==> config.mk <==
export PLATFORM = sky130hd
export DESIGN_NAME = iob_ptfloat_unpack
export DESIGN_NICKNAME = d
export VERILOG_FILES = /design/src/rtl/iob_ptfloat_unpack.sv
export SDC_FILE = /design/constraint.sdc
export NUM_CORES = 1
export LEC_CHECK = 0
export ABC_AREA = 0
export BUFFER_PORTS_ARGS = -buffer_cell sky130_fd_sc_hd__buf_2
export CELL_PAD_IN_SITES_DETAIL_PLACEMENT = 2
export CELL_PAD_IN_SITES_GLOBAL_PLACEMENT = 2
export CORE_ASPECT_RATIO = 1.1
export CORE_MARGIN = 4
export CORE_UTILIZATION = 36
export CTS_BUF_LIST = sky130_fd_sc_hd__clkbuf_16
export DETAILED_ROUTE_END_ITERATION = 10
export PLACE_DENSITY_LB_ADDON = 0.1
export SKIP_CTS_REPAIR_TIMING = 1
export SYNTH_ARGS = -nofsm -noshare
export SYNTH_HDL_FRONTEND = slang
export SYNTH_SLANG_ARGS = --single-unit
==> constraint.sdc <==
create_clock -name clk_i -period 5.5 [get_ports clk_i]
set_input_delay 1.65 -clock clk_i [delete_from_list [all_inputs] [get_ports clk_i]]
set_output_delay 1.65 -clock clk_i [all_outputs]
set_load 0.05 [all_outputs]
==> src/rtl/iob_ptfloat_unpack.sv <==
// Iterative pt-float unpacker: packed word -> sign-extended exponent + left-aligned mantissa.
// Optional normalisation stage enabled by defining IOB_PTFLOAT_UNPACK_NORM_EN.
module iob_ptfloat_unpack #(
  parameter  int unsigned DATA_W    = 32,
  parameter  int unsigned EW_W      = 4,
  localparam int unsigned MAN_MAX_W = DATA_W - EW_W,
  localparam int unsigned EXP_MAX_W = (2 ** EW_W) - 1
) (
  input  logic                 clk_i,
  input  logic                 arst_i,
  input  logic                 cke_i,
  input  logic                 start_i,
  input  logic [DATA_W-1:0]    data_i,
  output logic                 busy_o,
  output logic                 done_o,
  output logic [EXP_MAX_W-1:0] exp_o,
  output logic [MAN_MAX_W-1:0] man_o
);

  localparam logic [EXP_MAX_W-1:0] EXP_MIN = {1'b1, {(EXP_MAX_W - 1){1'b0}}};

  typedef enum logic [2:0] {
    S_IDLE,
    S_EXTRACT,
    S_ALIGN,
    S_NORM,
    S_DONE
  } state_t;

  state_t                 r_state;
  logic [EW_W-1:0]        r_ew;
  logic [EW_W-1:0]        r_cnt;
  logic [MAN_MAX_W-1:0]   r_work;
  logic [EXP_MAX_W-1:0]   r_exp;
  logic [EXP_MAX_W-1:0]   r_mask;
  logic                   r_busy;
  logic                   r_done;
  logic [EXP_MAX_W-1:0]   r_exp_o;
  logic [MAN_MAX_W-1:0]   r_man_o;

  logic [EW_W-1:0]        w_ew;
  logic [MAN_MAX_W-1:0]   w_work_shl;
  logic [EXP_MAX_W-1:0]   w_fin_exp;

  assign w_ew       = data_i[EW_W-1:0];
  assign w_work_shl = {r_work[MAN_MAX_W-2:0], 1'b0};
  // After alignment the low ew bits are zero, so an all-zero register means a zero mantissa field
  assign w_fin_exp  = (r_work == '0) ? EXP_MIN : r_exp;

`ifdef IOB_PTFLOAT_UNPACK_NORM_EN
  localparam int unsigned NSTEP_W = $clog2(MAN_MAX_W);

  logic [NSTEP_W-1:0]   r_nsteps;
  logic [EXP_MAX_W-1:0] w_norm_exp;
  logic [NSTEP_W-1:0]   w_norm_steps;

  assign w_norm_exp   = r_exp - EXP_MAX_W'(1);
  assign w_norm_steps = r_nsteps + NSTEP_W'(1);

  // True when one more left shift keeps the value and the step cap is not reached
  function automatic logic norm_ok(input logic [MAN_MAX_W-1:0] man,
                                   input logic [EXP_MAX_W-1:0] exp,
                                   input logic [NSTEP_W-1:0]   steps);
    return (man[MAN_MAX_W-1] == man[MAN_MAX_W-2]) && (exp != EXP_MIN) &&
           (steps < NSTEP_W'(MAN_MAX_W - 2));
  endfunction
`endif

  always_ff @(posedge clk_i) begin
    if (arst_i) begin
      r_state  <= S_IDLE;
      r_ew     <= '0;
      r_cnt    <= '0;
      r_work   <= '0;
      r_exp    <= '0;
      r_mask   <= '0;
      r_busy   <= 1'b0;
      r_done   <= 1'b0;
      r_exp_o  <= '0;
      r_man_o  <= '0;
`ifdef IOB_PTFLOAT_UNPACK_NORM_EN
      r_nsteps <= '0;
`endif
    end else if (cke_i) begin
      case (r_state)
        S_IDLE: begin
          if (start_i) begin
            r_work  <= data_i[DATA_W-1:EW_W];
            r_exp   <= '0;
            r_mask  <= '0;
            r_ew    <= w_ew;
            r_cnt   <= w_ew;
            r_busy  <= 1'b1;
            r_state <= (w_ew == '0) ? S_ALIGN : S_EXTRACT;
          end
        end
        // Pull exponent bits LSB-first, keeping the partial value sign-extended
        S_EXTRACT: begin
          r_exp  <= (r_exp & r_mask) | ({EXP_MAX_W{r_work[0]}} & ~r_mask);
          r_mask <= {r_mask[EXP_MAX_W-2:0], 1'b1};
          r_work <= {1'b0, r_work[MAN_MAX_W-1:1]};
          if (r_cnt == EW_W'(1)) begin
            r_cnt   <= r_ew;
            r_state <= S_ALIGN;
          end else begin
            r_cnt <= r_cnt - EW_W'(1);
          end
        end
        S_ALIGN: begin
          if (r_cnt != '0) begin
            r_work <= w_work_shl;
            r_cnt  <= r_cnt - EW_W'(1);
          end else begin
            r_exp <= w_fin_exp;
`ifdef IOB_PTFLOAT_UNPACK_NORM_EN
            if (norm_ok(r_work, w_fin_exp, '0)) begin
              r_nsteps <= '0;
              r_state  <= S_NORM;
            end else
`endif
            begin
              r_exp_o <= w_fin_exp;
              r_man_o <= r_work;
              r_done  <= 1'b1;
              r_state <= S_DONE;
            end
          end
        end
`ifdef IOB_PTFLOAT_UNPACK_NORM_EN
        S_NORM: begin
          r_work   <= w_work_shl;
          r_exp    <= w_norm_exp;
          r_nsteps <= w_norm_steps;
          if (!norm_ok(w_work_shl, w_norm_exp, w_norm_steps)) begin
            r_exp_o <= w_norm_exp;
            r_man_o <= w_work_shl;
            r_done  <= 1'b1;
            r_state <= S_DONE;
          end
        end
`endif
        S_DONE: begin
          r_done  <= 1'b0;
          r_busy  <= 1'b0;
          r_state <= S_IDLE;
        end
        default: r_state <= S_IDLE;
      endcase
    end
  end

  assign busy_o = r_busy;
  assign done_o = r_done;
  assign exp_o  = r_exp_o;
  assign man_o  = r_man_o;

endmodule

==> results_dict.tcl <==
set metrics [dict create \
    dr_wl_met2_um 8549 \
    dr.max_layer_used "met4" \
    timing.fmax_mhz 290.1 \
    fin_crit_ps 3447 \
    via_count_of_the_first_global_routing_pass 5084 \
    report.final.setup_viol 0 \
    synthesis.area_per_instance_um2 8.230 \
    floorplan.io_pins 81 \
    cts_tree "done" \
    die-area_mm2 0.01571 \
    layout-drive-gt1-share_pct 18.17 \
    drv_cap 0 \
    total_leakage_power_nw 2.172 \
    timing.critical_path.slowest_stage_cell "and2_1" \
    clock_tree.buffer_depth 2 \
    final-hold-violation-count 0 \
    clk_pin_slew_worst_setup_hold_paths_ps 50 \
    clk_root_buf "clkbuf_16" \
    met3_wirelength_um 654 \
    num_rows 44 \
    synth_top_area_share_pct 46.06 \
    async_set_or_reset_flop_fraction_in_the_synthesized_netlist_pct 0 \
    skew_ps 8.067 \
    vias_per_cell 5.696 \
    hold_end "exp_o[4]$_SDFFE_PP0P_" \
    cts_buffers 17 \
    cp-startpoint "cke_i" \
    insertion_delay_ps 410 \
    htreeDepth 4 \
    grt_start_max_net_pins 96 \
    start_util_pct 37.19 \
    critical_path.max_stage_delay_ps 970 \
    timing.rr.end "r_cnt[1]$_SDFFE_PP0P_" \
    synthMostInstantiatedCell "dfxtp_1" \
    fp.coreArea_mm2 0.01332 \
    drt.antenna.violating_nets 0 \
    synth.top_cells.by_area "dfxtp_1, a21oi_1, nand2_1, nor2_1, o22a_1" \
    wl_per_cell_um 19.62 \
    io_buffer_count 80 \
    synth_area_leader_cell "dfxtp_1" \
    fin_worst_hold_slack_ps 448.0 \
    min_period_over_period_pct 62.67 \
    final_max_slew_viol_count 0 \
    setup_repair_after_global_routing_missed_its_margin "false" \
    slack_of_the_worst_reg_to_reg_path_ps 2560 \
    fillerInstances 1516 \
    final_design_area_no_fill_mm2 0.005899 \
    floorplan.die.height_um 131.0 \
    drc_errors 0 \
    hold_path_depth 2 \
    drt_iter0_drc 298 \
    critPathBufInv 2 \
    grt_remaining_overflow 0 \
    power-per-cell-area_mw_per_mm2 356.0 \
    vias_post_dr 4842 \
    reg2reg_depth 5 \
    critPathTopFamily "simple AND/OR/NAND/NOR gates" \
    syn-num-nets 640 \
    drt_first_pass_iters 4 \
    die-width_um 119.9 \
    hpwl_um 10400 \
    total_wire_length_um 16680 \
    dpl_cell_area_mm2 0.005371 \
    antenna_found_initial 0 \
    grt_pass1_wl_um 26920 \
    criticalPathCategory "in -> reg" \
    finish.net_count 692 \
    min-delay-start "exp_o[4]$_SDFFE_PP0P_" \
    critical_path_required_ps 5820 \
    timing.slew.headroom_pct 16.09 \
    library_cells_used_by_synthesis 46 \
    min_path_type "reg -> reg" \
    post_synth_edffs 0 \
    finalNonFillerCells 850 \
    dpl.cell_count 819 \
    synthesis.yosys.warnings 0 \
    r2r-start "r_state[0]$_SDFFE_PP0P_" \
    critical_path_arrival_ps 3770 \
    ys_top_cells_by_count "dfxtp_1, nand2_1, a21oi_1" \
    synth.yosys.seq_area_share_pct 46.06 \
    vdd_drop_max_v 0.0001603 \
    critPathMaxFanout 31 \
    crit_path_end_kind "flop" \
    antennaDiodeCount 0 \
    setup.worst_path.start_class "input pin" \
    cts.sink_count 114 \
    area_growth_pct 19.07 \
    run_status "completed" \
    final_design_utilization_pct 44.28 \
    finalWeightedCongestion 0.7593 \
    synth.cell_area_mm2 0.004955 \
    fin_tns_setup_ps 0 \
    wirelength_met1_um 7258 \
    cell_by_cell_listing_of_the_critical_path "buf_2, inv_1, nor2_1, and2_1, o221ai_1, a21oi_1" \
    post_synth_inst_count 602 \
    synth-main-ff-cell "dfxtp_1" \
    worst-slew-pin-transition_ps 1257 \
    postSynthRegisterBits 114 \
    track_usage_pct 21.57 \
]
area by class of cell:
cell class | instances | area, um2 | share of cell area, %
Multi-Input combinational cell | 432 | 2404 | 40.74
Clock inverter | 14 | 102.6 | 1.739
Timing Repair Buffer | 85 | 440.4 | 7.466
Sequential cell | 114 | 2282 | 38.69
Tap cell | 184 | 230.2 | 3.902
Clock buffer | 17 | 425.4 | 7.211
Inverter | 4 | 15.01 | 0.2545
sequential cells by signal (all words and copies together), names as in the netlist:
signal / count
r_work: 28
busy_o: 1
exp_o: 15
r_cnt: 4
r_exp: 15
man_o: 28
r_state: 3
r_mask: 15
done_o: 1
r_ew: 4
metal layers:
metal / vias up / GRT usage, %
met4: 0 / 6.739
met1: 2433 / 26.06
met2: 98 / 38.60
met5: - / 0
met3: 18 / 4.692
li1: 2293 / -
cell usage in the layout (no fill, tap or decap), drive strengths merged, types with 5 or more instances in the layout:
cell,instances
dfxtp,114
nand2,105
a21oi,93
buf,85
nor2,68
o22a,27
o221ai,26
a211oi,19
clkbuf,17
nand3,16
a22oi,15
o21ai,9
clkinv,9
nor4,8
inv,7
nor3b,5
how the worst max path moves through the flow:
stage | to | slack (ps) | cells past startpoint
6_report | r_work[15]$_SDFFE_PP0P_ | 2050 | 6
4_1_cts | r_work[15]$_SDFFE_PP0P_ | 2070 | 6
2_1_floorplan | r_exp[4]$_SDFFE_PP0P_ | 2620 | 8
3_5_place_dp | r_work[25]$_SDFFE_PP0P_ | 1700 | 6
5_1_grt | r_work[15]$_SDFFE_PP0P_ | 1900 | 6
3_3_place_gp | r_work[26]$_SDFFE_PP0P_ | 1890 | 6
cell families (layout without fill, tap and decap cells):
logic type / after synthesis / in the layout / share of synthesized area (%)
flops: 114 / 114 / 46.06
fa+ha+maj: 2 / 2 / 0.5050
simple gates: 220 / 220 / 19.67
compound gates: 205 / 205 / 27.30
buf+inv: 56 / 120 / 5.429
mux: 5 / 5 / 1.035
worst min-delay path, cell delays in order, from the launching register on:
cell and delay, ps:
dfxtp_1 300, nand2_1 50, a21oi_1 50
through the flow:
step           setup WS [ps]  power (mW)
4_1_cts                 2074       2.121
6_report                2053       2.100
5_1_grt                 1898       2.195
3_5_place_dp            1696       1.129
2_1_floorplan           2622       1.057
3_3_place_gp            1889       1.117
power by group:
group | total (mW) | switching, mW | leakage, nW | internal (mW)
clock | 0.985 | 0.379 | 0.271 | 0.606
combinational | 0.224 | 0.145 | 0.978 | 0.0798
sequential | 0.891 | 0.0386 | 0.923 | 0.852
total | 2.10 | 0.562 | 2.17 | 1.54
Note: power is estimated with default switching activity, not from simulation.
